--- config.mk ---
export PLATFORM = sky130hd
export DESIGN_NAME = img_writer_flat
export DESIGN_NICKNAME = d
export VERILOG_FILES = /design/src/rtl/img_writer_if.sv /design/src/rtl/img_writer.sv /design/src/flat_wrapper.sv
export SDC_FILE = /design/constraint.sdc
export NUM_CORES = 1
export LEC_CHECK = 0
export ABC_AREA = 1
export CAP_MARGIN = 20
export CORE_MARGIN = 4
export CORE_UTILIZATION = 53
export DETAILED_ROUTE_END_ITERATION = 16
export PLACE_DENSITY = 0.81
export SLEW_MARGIN = 20
export SYNTH_ARGS = -nofsm -noshare
export SYNTH_HDL_FRONTEND = slang
export SYNTH_SLANG_ARGS = --single-unit
--- constraint.sdc ---
create_clock -name clk -period 3.5 [get_ports clk]
set_clock_uncertainty 0.2 [all_clocks]
set_input_delay 0.875 -clock clk [delete_from_list [all_inputs] [get_ports clk]]
set_output_delay 0.875 -clock clk [all_outputs]
set_load 0.01 [all_outputs]
--- src/rtl/img_writer_if.sv ---
// Byte-wide pixel stream carrying one source frame into img_writer.
// The master drives pixels; the slave (img_writer) returns s_tready.
interface img_writer_if;
  logic [7:0] s_tdata;
  logic       s_tvalid;
  logic       s_tready;
  logic       s_tlast;

  modport master (output s_tdata, output s_tvalid, output s_tlast, input s_tready);
  modport slave  (input s_tdata, input s_tvalid, input s_tlast, output s_tready);
endinterface

--- src/rtl/img_writer.sv ---
// Writes one frame into the four-bank pixel RAM, interleaved by row/column
// parity, and counts rows that have fully landed in the RAM.
module img_writer #(
  parameter int RAM_AW = 17
) (
  input  logic              clk,
  input  logic              rst,
  input  logic              start,
  input  logic [31:0]       img0x,
  input  logic [31:0]       img0y,
  img_writer_if.slave       pix,
  output logic              wea1,
  output logic              wea2,
  output logic              wea3,
  output logic              wea4,
  output logic              ena1,
  output logic              ena2,
  output logic              ena3,
  output logic              ena4,
  output logic [RAM_AW-1:0] AA1,
  output logic [RAM_AW-1:0] AA2,
  output logic [RAM_AW-1:0] AA3,
  output logic [RAM_AW-1:0] AA4,
  output logic [7:0]        DA1,
  output logic [7:0]        DA2,
  output logic [7:0]        DA3,
  output logic [7:0]        DA4,
  output logic [31:0]       row_signal,
  output logic              busy,
  output logic              done,
  output logic              err_tlast
);

  typedef enum logic [1:0] {
    S_IDLE = 2'd0,
    S_RUN  = 2'd1,
    S_DONE = 2'd2
  } state_t;

  state_t state, state_nx;

  logic [15:0]       w_q, h_q;
  logic [15:0]       col, row;
  logic [RAM_AW-1:0] base, half_w_q;

  // Write stage: one-hot bank strobe plus shared address/data.
  logic [3:0]        wr_stb;
  logic [RAM_AW-1:0] wr_addr;
  logic [7:0]        wr_data;
  logic              row_inc;

  logic              accept, last_col, last_row, size_ok, launch;
  logic [16:0]       w_plus1;
  logic [RAM_AW-1:0] half_w_nx, pix_addr;
  logic              unused_hi;

  assign unused_hi = ^{img0x[31:16], img0y[31:16]};

  assign size_ok   = (img0x[15:0] != 16'd0) && (img0y[15:0] != 16'd0);
  assign launch    = start && (state != S_RUN);
  assign accept    = (state == S_RUN) && pix.s_tvalid;
  assign last_col  = (col == w_q - 16'd1);
  assign last_row  = (row == h_q - 16'd1);
  assign w_plus1   = {1'b0, img0x[15:0]} + 17'd1;
  assign half_w_nx = RAM_AW'(w_plus1[16:1]);
  // Two image rows share one bank row, so base only moves after odd rows.
  assign pix_addr  = base + RAM_AW'(col[15:1]);

  always_comb begin
    // NOTE: every comb output gets a default first so no path can infer a latch.
    state_nx     = state;
    pix.s_tready = 1'b0;
    busy         = 1'b0;
    done         = 1'b0;
    case (state)
      S_IDLE, S_DONE: begin
        done = (state == S_DONE);
        if (start) state_nx = size_ok ? S_RUN : S_DONE;
      end
      S_RUN: begin
        pix.s_tready = 1'b1;
        busy         = 1'b1;
        if (accept && last_col && last_row) state_nx = S_DONE;
      end
      default: state_nx = S_IDLE;
    endcase
  end

  always_ff @(posedge clk or negedge rst) begin
    if (!rst) begin
      state      <= S_IDLE;
      w_q        <= '0;
      h_q        <= '0;
      half_w_q   <= '0;
      col        <= '0;
      row        <= '0;
      base       <= '0;
      wr_stb     <= '0;
      wr_addr    <= '0;
      wr_data    <= '0;
      row_inc    <= 1'b0;
      row_signal <= '0;
      err_tlast  <= 1'b0;
    end else begin
      state <= state_nx;
      // NOTE: sequential state uses non-blocking assignments; the strobe
      // defaults low each cycle so it is exactly one cycle wide.
      wr_stb  <= '0;
      row_inc <= 1'b0;

      if (accept) begin
        wr_stb  <= 4'b0001 << {row[0], col[0]};
        wr_addr <= pix_addr;
        wr_data <= pix.s_tdata;
        row_inc <= last_col;
        if (pix.s_tlast != last_col) err_tlast <= 1'b1;
        // Framing follows the counters only; s_tlast is just checked.
        if (last_col) begin
          col <= '0;
          row <= row + 16'd1;
          if (row[0]) base <= base + half_w_q;
        end else begin
          col <= col + 16'd1;
        end
      end

      if (row_inc) row_signal <= row_signal + 32'd1;

      // A new frame wins over a row count still in flight from the old one.
      if (launch) begin
        row_signal <= '0;
        err_tlast  <= 1'b0;
        if (size_ok) begin
          w_q      <= img0x[15:0];
          h_q      <= img0y[15:0];
          half_w_q <= half_w_nx;
          col      <= '0;
          row      <= '0;
          base     <= '0;
        end
      end
    end
  end

  assign wea1 = wr_stb[0];
  assign wea2 = wr_stb[1];
  assign wea3 = wr_stb[2];
  assign wea4 = wr_stb[3];
  assign ena1 = wr_stb[0];
  assign ena2 = wr_stb[1];
  assign ena3 = wr_stb[2];
  assign ena4 = wr_stb[3];
  assign AA1  = wr_addr;
  assign AA2  = wr_addr;
  assign AA3  = wr_addr;
  assign AA4  = wr_addr;
  assign DA1  = wr_data;
  assign DA2  = wr_data;
  assign DA3  = wr_data;
  assign DA4  = wr_data;

  a_stb_onehot : assert property (@(posedge clk) disable iff (!rst) $onehot0(wr_stb));
  a_cnt_range  : assert property (@(posedge clk) disable iff (!rst)
                                  (state == S_RUN) |-> (col < w_q && row < h_q));

endmodule

--- src/flat_wrapper.sv ---
// flat-port wrapper written by rule: the top's interface ports become plain ports
module img_writer_flat 
#(
  parameter int RAM_AW = 17
)
  (clk, rst, start, img0x, img0y, wea1, wea2, wea3, wea4, ena1, ena2, ena3, ena4, AA1, AA2, AA3, AA4, DA1, DA2, DA3, DA4, row_signal, busy, done, err_tlast, pix_s_tdata, pix_s_tvalid, pix_s_tlast, pix_s_tready);
  img_writer_if pix_i ();
  input  logic clk;
  input  logic rst;
  input  logic start;
  input  logic [31:0] img0x;
  input  logic [31:0] img0y;
  output logic wea1;
  output logic wea2;
  output logic wea3;
  output logic wea4;
  output logic ena1;
  output logic ena2;
  output logic ena3;
  output logic ena4;
  output logic [RAM_AW-1:0] AA1;
  output logic [RAM_AW-1:0] AA2;
  output logic [RAM_AW-1:0] AA3;
  output logic [RAM_AW-1:0] AA4;
  output logic [7:0] DA1;
  output logic [7:0] DA2;
  output logic [7:0] DA3;
  output logic [7:0] DA4;
  output logic [31:0] row_signal;
  output logic busy;
  output logic done;
  output logic err_tlast;
  input wire logic [$bits(pix_i.s_tdata)-1:0] pix_s_tdata;
  input wire logic [$bits(pix_i.s_tvalid)-1:0] pix_s_tvalid;
  input wire logic [$bits(pix_i.s_tlast)-1:0] pix_s_tlast;
  output wire logic [$bits(pix_i.s_tready)-1:0] pix_s_tready;
  assign pix_i.s_tdata = pix_s_tdata;
  assign pix_i.s_tvalid = pix_s_tvalid;
  assign pix_i.s_tlast = pix_s_tlast;
  assign pix_s_tready = pix_i.s_tready;
  img_writer #(.RAM_AW(RAM_AW)) u_core (.clk(clk), .rst(rst), .start(start), .img0x(img0x), .img0y(img0y), .pix(pix_i), .wea1(wea1), .wea2(wea2), .wea3(wea3), .wea4(wea4), .ena1(ena1), .ena2(ena2), .ena3(ena3), .ena4(ena4), .AA1(AA1), .AA2(AA2), .AA3(AA3), .AA4(AA4), .DA1(DA1), .DA2(DA2), .DA3(DA3), .DA4(DA4), .row_signal(row_signal), .busy(busy), .done(done), .err_tlast(err_tlast));
endmodule
Word-level counts from Yosys, hierarchy flattened
Cells that the tools add are included.
Widths: inputs -> output; s select.
{ "word_totals": {"inputBits": 77, "reg_bits": 162, "wordCells": 71, "output_inout_bits": 144} }
{ "op_classes": {"n_eq_ne": 8, "addsub": 8, "n_reduce_logical": 15, "muxes": 26, "shifts": 1} }
{ "ops": {"columns": ["operator", "n"], "rows": [
  ["$mux 16", 8],
  ["$mux 17", 5],
  ["$mux 32", 2],
  ["$add 16x1->16 const B", 2],
  ["$add 32x1->32 const B", 1],
  ["$eq 16x16->1", 2],
  ["$reduce_bool 16->1", 2],
  ["$sub 16x1->16 const B", 2],
  ["$add 16x1->17 const B", 1],
  ["$add 17x15->17", 1],
  ["$add 17x16->17", 1],
  ["$mux 1", 6],
  ["$mux 2", 3],
  ["$reduce_and 2->1", 3],
  ["$reduce_bool 2->1", 3],
  ["$logic_and 1x1->1", 5],
  ["$mux 4", 1],
  ["$ne 2x2->1 const B", 2],
  ["$pmux 2 s2", 1],
  ["$shl 1x2->4 const A", 1],
  ["$eq 2x1->1 const B", 1],
  ["$eq 2x2->1 const B", 1],
  ["$logic_not 2->1", 1],
  ["$ne 2x1->1 const B", 1],
  ["other kinds (2)", 2]
]} }

Logic depth before layout (Yosys ltp)
{ "logic_depth": {"word_depth": 6, "ltp_mapped": 18, "ltp_nobuf": 18} }

Least setup slack after synthesis
Ideal clock, no wire load.
{ "synth_timing": {"kind": "register to register", "start": "register u_core.col[1]", "end": "register u_core.wr_addr[16] (netlist: u_core.AA1[16])", "path_stages_with_launch": 11, "t_required_ps": 3205, "arrival_ps": 2162, "slack_ps": 1042, "setup_ps": 95, "n_path_buf": 0, "period_less_slack_ps": 2458, "path_cell_list": "dfrtp_1 ha_1 inv_1 fa_1 o21ai_0 a21oi_1 o21ai_0 nand3_1 nand2_1 nor2_1 o31ai_1"} }
{ "synth_between": {"elab_chain_len": 1} }
{ "synth_rtl": {"columns": ["element", "line", "text"], "rows": [
  ["start, declared", "img_writer.sv:43", "logic [15:0] col, row;"],
  ["start signal, assigned", "img_writer.sv:123", "col <= col + 16'd1;"],
  ["$add 17x15->17", "img_writer.sv:67", "assign pix_addr = base + RAM_AW'(col[15:1]);"],
  ["end signal, assigned", "img_writer.sv:113", "wr_addr <= pix_addr;"],
  ["end, declared", "img_writer.sv:48", "logic [RAM_AW-1:0] wr_addr;"]
]} }
No other way between the ends.
A chain may end at the register's enable or synchronous reset.

Final worst setup path
{ "layout_timing": {"start": "register u_core.w_q[0]", "end": "register u_core.base[10]"} }
{ "layout_between": {"elab_chain_len": 6} }
{ "layout_rtl": {"columns": ["element", "line", "text"], "rows": [
  ["start, declared", "img_writer.sv:42", "logic [15:0] w_q, h_q;"],
  ["start signal, assigned", "img_writer.sv:134", "w_q <= img0x[15:0];"],
  ["$sub 16x1->16 *", "img_writer.sv:62", "assign last_col = (col == w_q - 16'd1);"],
  ["$eq 16x16->1 *", "img_writer.sv:62", null],
  ["$mux 17 *", "img_writer.sv:118", "if (last_col) begin"],
  ["$mux 17 *", "img_writer.sv:111", "if (accept) begin"],
  ["$mux 17", "img_writer.sv:133", "if (size_ok) begin"],
  ["$mux 17 *", "img_writer.sv:130", "if (launch) begin"],
  ["end signal, assigned", "img_writer.sv:121", "if (row[0]) base <= base + half_w_q;"],
  ["end, declared", "img_writer.sv:44", "logic [RAM_AW-1:0] base, half_w_q;"]
]} }
Every way passes the cells marked *; elsewhere a longest branch is shown, timed or not.

==> run_results.csv <==
group,metric,value,unit
job,cap_violations,0,
clock_network,cts_buffer_depth,2,
timing,setup_viol,0,
yosys,yosysWarningCount,0,
cells_and_area,nets,1780,
floorplan,start_util,53.92,%
critical_path,r2r-start,"u_core.w_q[0]$_DFFE_PN0P_",
pwr,total_power,7.887,mW
clock_network,cts_num_sinks,162,
critical_path,cp.arrival,3190,ps
floorplan,rows,53,
clock_network,ctsHoldBuffers,0,
yosys,synth_top_area_cell,"dfrtp_1",
floorplan,die_area,0.02386,mm²
cells_and_area,fillCellCount,1764,
timing,hold_violations,0,
yosys,synth_ff_type,"dfrtp_1",
cells_and_area,multi_input_area,0.005861,mm²
cells_and_area,layout-drive-gt1-share,8.299,%
clock_network,cts_made_buffers,17,
yosys,synth-seq-area-share,35.65,%
critical_path,end_kind,"flop",
floorplan,io_pins,221,
critical_path,crit_required,3670,ps
yosys,synth_top_area_share,35.65,%
yosys,ys_ff_latch,162,
timing,timing.setup.tns,0,ps
critical_path,crit_path_max_fanout,25,
pwr,cellPowerDensity,575.0,mW/mm²
drt,wl_per_cell,15.35,µm
global_routing,grt_usage,25.35,%
timing,slew-limit-headroom,66.74,%
cells_and_area,seq_area,0.004054,mm²
yosys,syn_nets,1669,
timing,fin_crit,3018,ps
critical_path,critical_path_class,"flop to flop",
drt,firstDrtPassIters,8,
yosys,ys_async_sr_fraction,100.0,%
global_routing,grt_pass1_wl,49810,µm
floorplan,die_y,154.5,µm
critical_path,critPathCapture,"u_core.base[10]$_DFF_PN0_",
yosys,syn-cell-area,0.01137,mm²
critical_path,critical_path.startpoint,"u_core.w_q[0]$_DFFE_PN0P_",
pwr,p_leak,6.573,nW
placement,gp_congestion,0.9683,
drt,dr.first_iter.drc_count,859,
clock_network,htree_levels,4,
clock_network,cts_setup_buffers,0,
timing,post-route-period-util,86.23,%
clock_network,ctsResizeCount,0,
floorplan,core,0.02109,mm²
yosys,yosys-top-cells-count,"420 x nand2_1, 169 x inv_1, 162 x dfrtp_1",
drt,drc,0,
global_routing,grt_antenna_before_repair,0,
clock_network,path_clk_slew,70,ps
global_routing,grt_max_degree,59,
yosys,synth_cells,1552,
placement,hpwl,22830,µm
floorplan,fp.dieW,154.5,µm
global_routing,overflow,0,
clock_network,cts_tree,"built",
clock_network,cts-root-buf,"clkbuf_16",
critical_path,regToRegEndpoint,"u_core.base[10]$_DFF_PN0_",
clock_network,clk_latency,430,ps
pwr,vdd_drop_max,416.4,µV
yosys,synth_edf_count,0,
yosys,synth_cell_type_count,54,
critical_path,reg2reg_depth,12,
yosys,yosysMostFrequentCell,"nand2_1",
drt,drtAntennaViolNets,0,
yosys,post_synth.cell_area_avg,7.327,µm²
drt,viasPerCell,5.392,
placement,port_buffers,188,
timing,worst_slew_pin_slew,494.3,ps
cells_and_area,antennaDiodeCount,0,
critical_path,reg2reg_slack,480,ps
yosys,yosys-top-cells-area,"dfrtp_1 36%, nand2_1 14%, inv_1 5.6%, buf_4 5.3%, nand3_1 4.3%",
drt,dr_total_vias,10520,
critical_path,worst_setup_path_start_kind,"flop",
timing,rsz0062_at_grt,"false",
cells_and_area,areaGrowthSynthToFinish,20.63,%
status,status,"completed",
global_routing,grt_pass1_vias,9915,
timing,slew_viol_final,0,
timing,fmax,0.3313,GHz
hold_path,hold_class,"input pin to async pin",
drt,routed_wl,29930,µm
[area by class of cell]
cell class	instances	area share, %
Sequential cell	162	29.55
Multi-Input combinational cell	1090	42.73
Timing Repair Buffer	212	15.50
Clock buffer	19	3.302
Inverter	180	4.926
Tap cell	275	2.508
Clock inverter	12	1.487
[cells by family after synthesis]
logic type      Yosys count  share of synthesized area, %
compound gates          204                         10.49
xor+xnor                 76                         6.107
fa+ha+maj                40                         4.533
buf+inv                 300                         12.87
flops                   162                         35.65
simple gates            770                         30.35
[through the flow]
stage / hold slack, ps / setup WS (ps) / util [%] / cell area (µm²) / instances
floorplan: 248.3 / 1042 / - / 11370 / 1552
global placement: 249.8 / 130.5 / 61.93 / 13060 / 1919
detailed placement: 253.5 / 70.55 / 61.93 / 13060 / 1919
CTS: 198.3 / 475.6 / 65.05 / 13720 / 1950
global route: 217.6 / 169.7 / 65.05 / 13720 / 1950
finish: 180.4 / 481.9 / 65.05 / 13720 / 1950
[state kept, by name, indices dropped and copies added, names as in the netlist, 2 cells and up]
signal             count
u_core.state           2
u_core.half_w_q       16
u_core.w_q            16
u_core.row            16
u_core.DA1             8
u_core.col            16
u_core.row_signal     32
u_core.wr_stb          4
u_core.AA1            17
u_core.h_q            16
u_core.base           17
[worst max-delay path, cell delays in order (launching register included)]
cell and delay (ps):
dfrtp_1 410, inv_1 160, ha_1 330, nand3_2 190, o21bai_1 180, nand2_1 130
nor2_2 170, nand2_1 110, nor2_4 200, nand4_4 430, inv_1 270, nand3_1 100
nand2_1 70
[routing by layer]
metal / vias up / share of wire, % / global-route usage (%)
li1: 5148 / - / -
met1: 4904 / 43 / 34.22
met2: 423 / 47 / 41.99
met3: 40 / 8.2 / 4.896
met4: 0 / 1.9 / 6.812
met5: - / 0 / 0
[layout by cell type (no fill, tap or decap), types with 4 or more instances in the layout]
cell / n
nand2_1: 420
clkdlybuf4s50_1: 187
inv_1: 169
dfrtp_1: 162
nor2_1: 122
nand3_1: 98
o21ai_0: 79
a21oi_1: 67
xor2_1: 52
ha_1: 38
nand4_1: 27
nor3_1: 26
xnor2_1: 22
buf_4: 19
clkbuf_16: 17
o21ai_2: 15
nor4_1: 14
nor2_4: 11
inv_2: 10
nor2_2: 10
or2_2: 8
nand3_2: 8
a21oi_2: 8
nand3b_1: 6
o21a_1: 6
o31ai_1: 6
o21ai_1: 5
nand2_2: 5
bufinv_16: 5
buf_12: 5
nor3b_1: 4
o21bai_1: 4
[worst min path at each step]
stage | start | to | slack (ps) | depth (start not counted)
floorplan | u_core.half_w_q[0]$_DFFE_PN0P_ | u_core.half_w_q[0]$_DFFE_PN0P_ | 250 | 2
global placement | u_core.row_signal[31]$_DFFE_PN0P_ | u_core.row_signal[31]$_DFFE_PN0P_ | 250 | 1
detailed placement | u_core.row_signal[31]$_DFFE_PN0P_ | u_core.row_signal[31]$_DFFE_PN0P_ | 250 | 1
CTS | rst | u_core.half_w_q[7]$_DFFE_PN0P_ | 200 | 1
global route | rst | u_core.half_w_q[7]$_DFFE_PN0P_ | 220 | 1
finish | rst | u_core.half_w_q[7]$_DFFE_PN0P_ | 180 | 1
[report_power, final]
group	leakage [nW]	internal [mW]	switching, mW
Sequential	2.17	2.22	0.418
Combinational	4.09	1.31	1.86
Clock	0.312	1.31	0.780
Power figures use the tool's default switching activity.
